<file path="src/rtl/tt_um_lfsr.sv">
`default_nettype none
// ============================================================================
// Module      : tt_um_lfsr
// Description : 16-bit Galois LFSR pseudo-random generator in a TinyTapeout
//               user tile. Free-running or single-step advance, byte-wise
//               seed load from the uio pins, all-zero lock-up guard,
//               period-wrap detection and a selectable output byte.
//
// Ports       : clk      - system clock, rising edge
//               rst      - synchronous reset, active high
//               ena      - tile enable; 0 holds all LFSR state
//               ui_in    - [0] run, [1] step, [2] load_lo, [3] load_hi,
//                          [5:4] out_sel, [7:6] reserved
//               uo_out   - selected output byte
//               uio_in   - seed byte for loads
//               uio_out  - constant 8'h00
//               uio_oe   - constant 8'h00 (all uio pins are inputs)
//
// Build option: LFSR_HISTORY_EN - when defined, an 8-bit history register of
//               shifted-out LSBs is kept and returned on out_sel = 2'b11;
//               otherwise out_sel = 2'b11 reads 8'h00.
//
// Revision    : 1.0 - initial release
// ============================================================================
module tt_um_lfsr #(
    parameter logic [15:0] SEED = 16'hACE1,
    parameter logic [15:0] TAPS = 16'hB400
) (
    input  logic       clk,
    input  logic       rst,
    input  logic       ena,
    input  logic [7:0] ui_in,
    output logic [7:0] uo_out,
    input  logic [7:0] uio_in,
    output logic [7:0] uio_out,
    output logic [7:0] uio_oe
);

    localparam logic [1:0] c_SEL_LO     = 2'b00;
    localparam logic [1:0] c_SEL_HI     = 2'b01;
    localparam logic [1:0] c_SEL_STATUS = 2'b10;

    // ------------------------------------------------------------------
    // Control decode
    // ------------------------------------------------------------------
    logic       w_run;
    logic       w_step;
    logic       w_load_lo;
    logic       w_load_hi;
    logic [1:0] w_out_sel;
    logic       w_unused_rsvd;

    assign w_run         = ui_in[0];
    assign w_step        = ui_in[1];
    assign w_load_lo     = ui_in[2];
    assign w_load_hi     = ui_in[3];
    assign w_out_sel     = ui_in[5:4];
    assign w_unused_rsvd = &{1'b0, ui_in[7:6]};

    // ------------------------------------------------------------------
    // Registers
    // ------------------------------------------------------------------
    logic [15:0] r_state;
    logic [15:0] r_start;      // state the current period began from
    logic        r_zero;
    logic        r_wrap;
    logic        r_step_prev;

    // ------------------------------------------------------------------
    // Next-state helpers
    // ------------------------------------------------------------------
    logic        w_step_pulse;
    logic        w_load;
    logic        w_advance;
    logic [15:0] w_next;
    logic [15:0] w_load_raw;
    logic        w_load_zero;
    logic [15:0] w_load_val;

    assign w_step_pulse = w_step & ~r_step_prev;
    assign w_load       = w_load_lo | w_load_hi;
    // run overrides step; a load cycle never advances (load is checked first)
    assign w_advance    = w_run | w_step_pulse;

    assign w_next = r_state[0] ? ((r_state >> 1) ^ TAPS) : (r_state >> 1);

    assign w_load_raw  = {w_load_hi ? uio_in : r_state[15:8],
                          w_load_lo ? uio_in : r_state[7:0]};
    // An all-zero Galois LFSR never leaves zero, so a zero load is forced to 1
    assign w_load_zero = (w_load_raw == 16'h0000);
    assign w_load_val  = w_load_zero ? 16'h0001 : w_load_raw;

    // ------------------------------------------------------------------
    // Main state
    // ------------------------------------------------------------------
    always_ff @(posedge clk) begin
        if (rst) begin
            r_state     <= SEED;
            r_start     <= SEED;
            r_zero      <= 1'b0;
            r_wrap      <= 1'b0;
            r_step_prev <= 1'b0;
        end else begin
            // Edge detector tracks the pin even while the tile is disabled
            r_step_prev <= w_step;
            if (ena) begin
                if (w_load) begin
                    r_state <= w_load_val;
                    r_start <= w_load_val;
                    r_wrap  <= 1'b0;
                    if (w_load_zero) begin
                        r_zero <= 1'b1;
                    end
                end else if (w_advance) begin
                    r_state <= w_next;
                    if (w_next == r_start) begin
                        r_wrap <= 1'b1;
                    end
                end
            end
        end
    end

    // ------------------------------------------------------------------
    // Optional history of shifted-out bits
    // ------------------------------------------------------------------
    logic [7:0] w_hist_out;

`ifdef LFSR_HISTORY_EN
    logic [7:0] r_hist;

    always_ff @(posedge clk) begin
        if (rst) begin
            r_hist <= 8'h00;
        end else if (ena && !w_load && w_advance) begin
            r_hist <= {r_hist[6:0], r_state[0]};
        end
    end

    assign w_hist_out = r_hist;
`else
    assign w_hist_out = 8'h00;
`endif

    // ------------------------------------------------------------------
    // Output mux (combinational on out_sel, registered sources)
    // ------------------------------------------------------------------
    logic [7:0] w_status;

    assign w_status = {5'b00000, r_wrap, r_zero, (w_run & ena)};

    always_comb begin
        uo_out = w_hist_out;
        case (w_out_sel)
            c_SEL_LO:     uo_out = r_state[7:0];
            c_SEL_HI:     uo_out = r_state[15:8];
            c_SEL_STATUS: uo_out = w_status;
            default:      uo_out = w_hist_out;
        endcase
    end

    assign uio_out = 8'h00;
    assign uio_oe  = 8'h00;

endmodule
`default_nettype wire

</file>
<file path="config.mk">
export PLATFORM = sky130hd
export DESIGN_NAME = tt_um_lfsr
export DESIGN_NICKNAME = d
export VERILOG_FILES = /design/src/rtl/tt_um_lfsr.sv
export SDC_FILE = /design/constraint.sdc
export NUM_CORES = 1
export LEC_CHECK = 0
export CELL_PAD_IN_SITES_DETAIL_PLACEMENT = 0
export CELL_PAD_IN_SITES_GLOBAL_PLACEMENT = 1
export CORE_MARGIN = 4
export CORE_UTILIZATION = 39
export CTS_CLUSTER_DIAMETER = 40
export DETAILED_ROUTE_END_ITERATION = 8
export GPL_ROUTABILITY_DRIVEN = 0
export PLACE_DENSITY_LB_ADDON = 0.1
export SETUP_SLACK_MARGIN = 0.02
export SKIP_LAST_GASP = 1
export SLEW_MARGIN = 10
export SYNTH_ARGS = -nofsm -noshare
export SYNTH_HDL_FRONTEND = slang
export SYNTH_SLANG_ARGS = --single-unit
</file>
<file path="constraint.sdc">
create_clock -name clk -period 1.7 [get_ports clk]
set_input_delay 0.17 -clock clk [delete_from_list [all_inputs] [get_ports clk]]
set_output_delay 0.17 -clock clk [all_outputs]
set_load 0.01 [all_outputs]
</file>
==> results by stage <==
CTS:
- The tree is rooted in a sky130_fd_sc_hd__clkbuf_8.
- The clock-pin slew on the worst setup and hold paths is 0.08 ns.
- The CTS tree is built.
- The clock insertion delay at the later pin of the skew report is 0.29 ns.
- The clock tree buffer depth is 2.
- Counting every sink on the clock net gives 35.
- The total CTS buffers is 5.
- The number of levels in the clock H-tree is 2.

GRT:
- The initial antenna violation count is 0.
- The overall global routing resource usage is 0.2021.
- The remaining global-route overflow is 0.
- The maximum number of pins on one net before global-route repair is 17.
- The via count of the first global-routing pass is 2,027.
- The first global-routing pass estimated 11,280 um of wire.

Logic synthesis:
- The count of flip-flops with a built-in enable after synthesis is 0.
- The post-synthesis async set-or-reset flop share is 0.
- The mapped cell area is 2272 sq um.
- Dividing the synthesized area by the synthesized cell count gives 8.574 sq um.
- The post-synthesis instance total is 265.
- Counting distinct cell types in the post-synthesis netlist gives 47.
- The leading register cell type out of synthesis is sky130_fd_sc_hd__dfxtp_1.
- Yosys printed 0 warnings.
- The register bit total from synthesis is 35.
- The share of synthesized area occupied by flip-flops and latches is 0.3084.

Drt:
- Dividing the detail-routed wire length by the instance count gives 17.60 um.
- The number of detailed-route iterations in the first pass is 4.
- The final routed wirelength across all metal layers is 7039 um.
- For this run, design rule violations remaining after detail routing come to 0.
- The via density per instance is 5.395.
- For this block, the via count after detailed routing is 2,158.
- For this block, the initial DRC count from the detailed router was 227.
- In this run the remaining antenna-violating nets after routing total 0.

Setup path:
- The count of buffer and inverter cells on the critical path is 0.
- STA puts the critical path data arrival time at 1.79 ns.
- Data on the critical path is required at its endpoint by 1.90 ns.
- For flop-to-flop paths, the worst setup slack is 0.11 ns.
- The worst setup path is launched from a register.
- In this run the worst path has a maximum fanout of 3.
- The endpoint class of the critical path is a register.
- The category of cells accounting for the largest share of critical-path delay is simple AND/OR/NAND/NOR gates.
- The category of the most critical setup path is register to register.
- The cell type of the slowest stage on the worst timing path is sky130_fd_sc_hd__or4_4.
- Traced cell by cell, the critical path runs through or4_4 > nor4_4 > o211ai_2 > o41ai_2.
- On the worst path, the slowest cell contributes a delay of 0.54 ns.

Power and ir drop:
- For this design the ratio of total power to cell area is 738.2 nW/um^2.
- The internal power is 1.476 mW.
- The fraction of power spent switching nets is 0.3233.
- The combinational share of power is 0.286.
- The share of total power in the clock network is 0.278.
- The total net switching power is 0.7050 mW.
- Summing internal, switching and leakage power gives 2.181 mW.
- Across the VDD grid, the largest voltage drop is 0.0003894 V.
- Summed over all cells, the static leakage comes to 1.314 nW.
- The proportion of power drawn by flip-flops and latches is 0.436.

Place:
- Counting tap cells, the placed design contains a total of 392 instances.
- The total placed instance area is 2848 sq um.
- The post-detailed-placement half-perimeter wirelength is 5437 um.
- The count of input and output buffers is 24.

Final layout:
- The area of all placed cells without fillers is 2954 sq um.
- Relative to the synthesized area, the layout overhead comes to 30.01%.
- The top cell types in the final layout, fill and taps aside, are sky130_fd_sc_hd__buf_4 (48), sky130_fd_sc_hd__dfxtp_1 (34), sky130_fd_sc_hd__mux2i_1 (23), sky130_fd_sc_hd__nor2_1 (21), sky130_fd_sc_hd__nand2_1 (21).
- The number of antenna diodes in the final layout is 0.
- Leaving out fill and tap cells, the most frequent cell in the layout is sky130_fd_sc_hd__buf_4.
- The final non-filler cell total is 400.
- The final layout contains 346 nets.
- The proportion of layout cells with a drive suffix above 1 is 0.2134.

STA:
- The achievable frequency is 627.5 MHz.
- Setup repair after global routing could not meet its margin everywhere.
- The clock arrives with 0.008182 ns of skew.
- The number of slew-limit violations in the final report came to 0.
- The smallest clock period supported by the final layout is computed as 1.594 ns.
- In the finished design, the share of the clock period the worst path needs comes to 0.9374.
- Setup violations remaining at the end of the flow were counted as 0.
- Adding up every negative setup slack in the final design gives 0 ns.
- The hold violation count in the final report is 0.

Die:
- The number of I/O pins is 43.
- The region available for standard cell placement spans 5574 sq um.
- The number of standard-cell rows in the floorplan is 27.
- The die is 84.33 um wide.
- The die outline height is 84.33 um.
- The effective utilization at floorplan is 0.4076.
- The die footprint is 7112 sq um.

Min path:
- In this run the worst hold path is classified as primary input to register.

Run status:
- The run finished with clean final reports.

Flow run:
- The tool flagged a number of max-cap violations equal to 0.
## path summary, 6_finish.rpt
check / from / end / depth (start not counted)
worst max register to register: r_state[13]$_SDFFE_PP1P_ / r_zero$_SDFFE_PP0P_ / 4
worst max-delay path: r_state[13]$_SDFFE_PP1P_ / r_zero$_SDFFE_PP0P_ / 4
worst min-delay path: ui_in[1] / r_step_prev$_SDFF_PP0_ / 2
worst min register to register: r_wrap$_SDFFE_PP0P_ / r_wrap$_SDFFE_PP0P_ / 2
## layout make-up
cell class,count,area (sq um)
sequential,35,701.9
timing repair buffer,76,678.2
inverter,6,22.52
fill,559,2620
multi-input combinational,203,1380
tap,72,90.09
clock buffer,7,76.32
clock inverter,1,5.005
## state kept, by name (all words and copies together) (netlist names)
name	cells
r_wrap	1
r_step_prev	1
r_zero	1
r_state	16
r_start	16
## synthesized netlist by cell type (2+ instances only)
library cell                count  area, sq um
sky130_fd_sc_hd__nor3_1         6        30.03
sky130_fd_sc_hd__nand2b_1       5        31.28
sky130_fd_sc_hd__a21oi_1        8        40.04
sky130_fd_sc_hd__buf_6          5        56.30
sky130_fd_sc_hd__o311ai_1       2        17.52
sky130_fd_sc_hd__o31ai_1        3        22.52
sky130_fd_sc_hd__buf_2          5        25.02
sky130_fd_sc_hd__xnor2_1        3        26.28
sky130_fd_sc_hd__nand4_1        2        12.51
sky130_fd_sc_hd__xor2_1        16        140.1
sky130_fd_sc_hd__clkbuf_1       6        22.52
sky130_fd_sc_hd__or3_1          2        12.51
sky130_fd_sc_hd__buf_4         16        120.1
sky130_fd_sc_hd__a221oi_1       4        35.03
sky130_fd_sc_hd__nand2_1       21        78.83
sky130_fd_sc_hd__nor4_1         2        12.51
sky130_fd_sc_hd__o21ai_0       16        80.08
sky130_fd_sc_hd__dfxtp_1       35        700.7
sky130_fd_sc_hd__inv_1          6        22.52
sky130_fd_sc_hd__mux2i_1       25        250.2
sky130_fd_sc_hd__a211oi_1      10        75.07
sky130_fd_sc_hd__a21o_1         2        15.01
sky130_fd_sc_hd__o2111ai_1      3        26.28
sky130_fd_sc_hd__nor2_1        21        78.83
sky130_fd_sc_hd__buf_1          2        7.510
sky130_fd_sc_hd__nand3_1        2        10.01
sky130_fd_sc_hd__a221o_1        4        40.04
sky130_fd_sc_hd__a22o_1         3        26.28
sky130_fd_sc_hd__o211ai_1       9        67.56
sky130_fd_sc_hd__or3_2          2        15.01
sky130_fd_sc_hd__nor2b_1        3        18.77
## metal layers
metal | vias up | global-route usage | share of wire
met5 | - | 0 | 0
met3 | 10 | 0.03435 | 0.068
met2 | 87 | 0.3113 | 0.45
li1 | 1052 | - | -
met4 | 0 | 0.05324 | 0.015
met1 | 1009 | 0.2918 | 0.47
## power by group through the flow
stage / Clock [mW] / Combinational (mW) / Sequential (mW)
2_1_floorplan: 0 / 0.366 / 0.954
3_3_place_gp: 0 / 0.624 / 0.968
3_5_place_dp: 0 / 0.624 / 0.967
4_1_cts: 0.611 / 0.620 / 0.949
5_1_grt: 0.653 / 0.680 / 0.958
6_report: 0.605 / 0.624 / 0.951
## cell families (layout without fill, tap and decap cells)
group,count (synthesis),after routing,share of synthesized area
other cells,1,16,0.001650
xor+xnor,19,19,0.07324
simple gates,72,72,0.1586
buf+inv,42,90,0.1206
compound gates,71,71,0.2274
mux,25,25,0.1101
flops,35,35,0.3084
## stage by stage
| stage | hold slack, ns | utilization | setup WS (ns) |
|---|---|---|---|
| 5_1_grt | 0.4722 | 0.5300 | 0.006108 |
| 4_1_cts | 0.4541 | 0.5264 | -0.1505 |
| 6_report | 0.4633 | 0.5300 | 0.1064 |
| 3_5_place_dp | 0.4502 | 0.5109 | -0.3637 |
| 2_1_floorplan | 0.2982 | - | 0.1149 |
| 3_3_place_gp | 0.4452 | 0.5109 | -0.3340 |
## repair_timing
action / in CTS / in global routing
endpoints found under the setup margin: 11 / 8
hold buffers: 0 / 0
buffers inserted: 0 / 0
pin swaps: 0 / 5
resized for setup: 12 / 6
No activity file was read; power rests on OpenSTA's default activity.
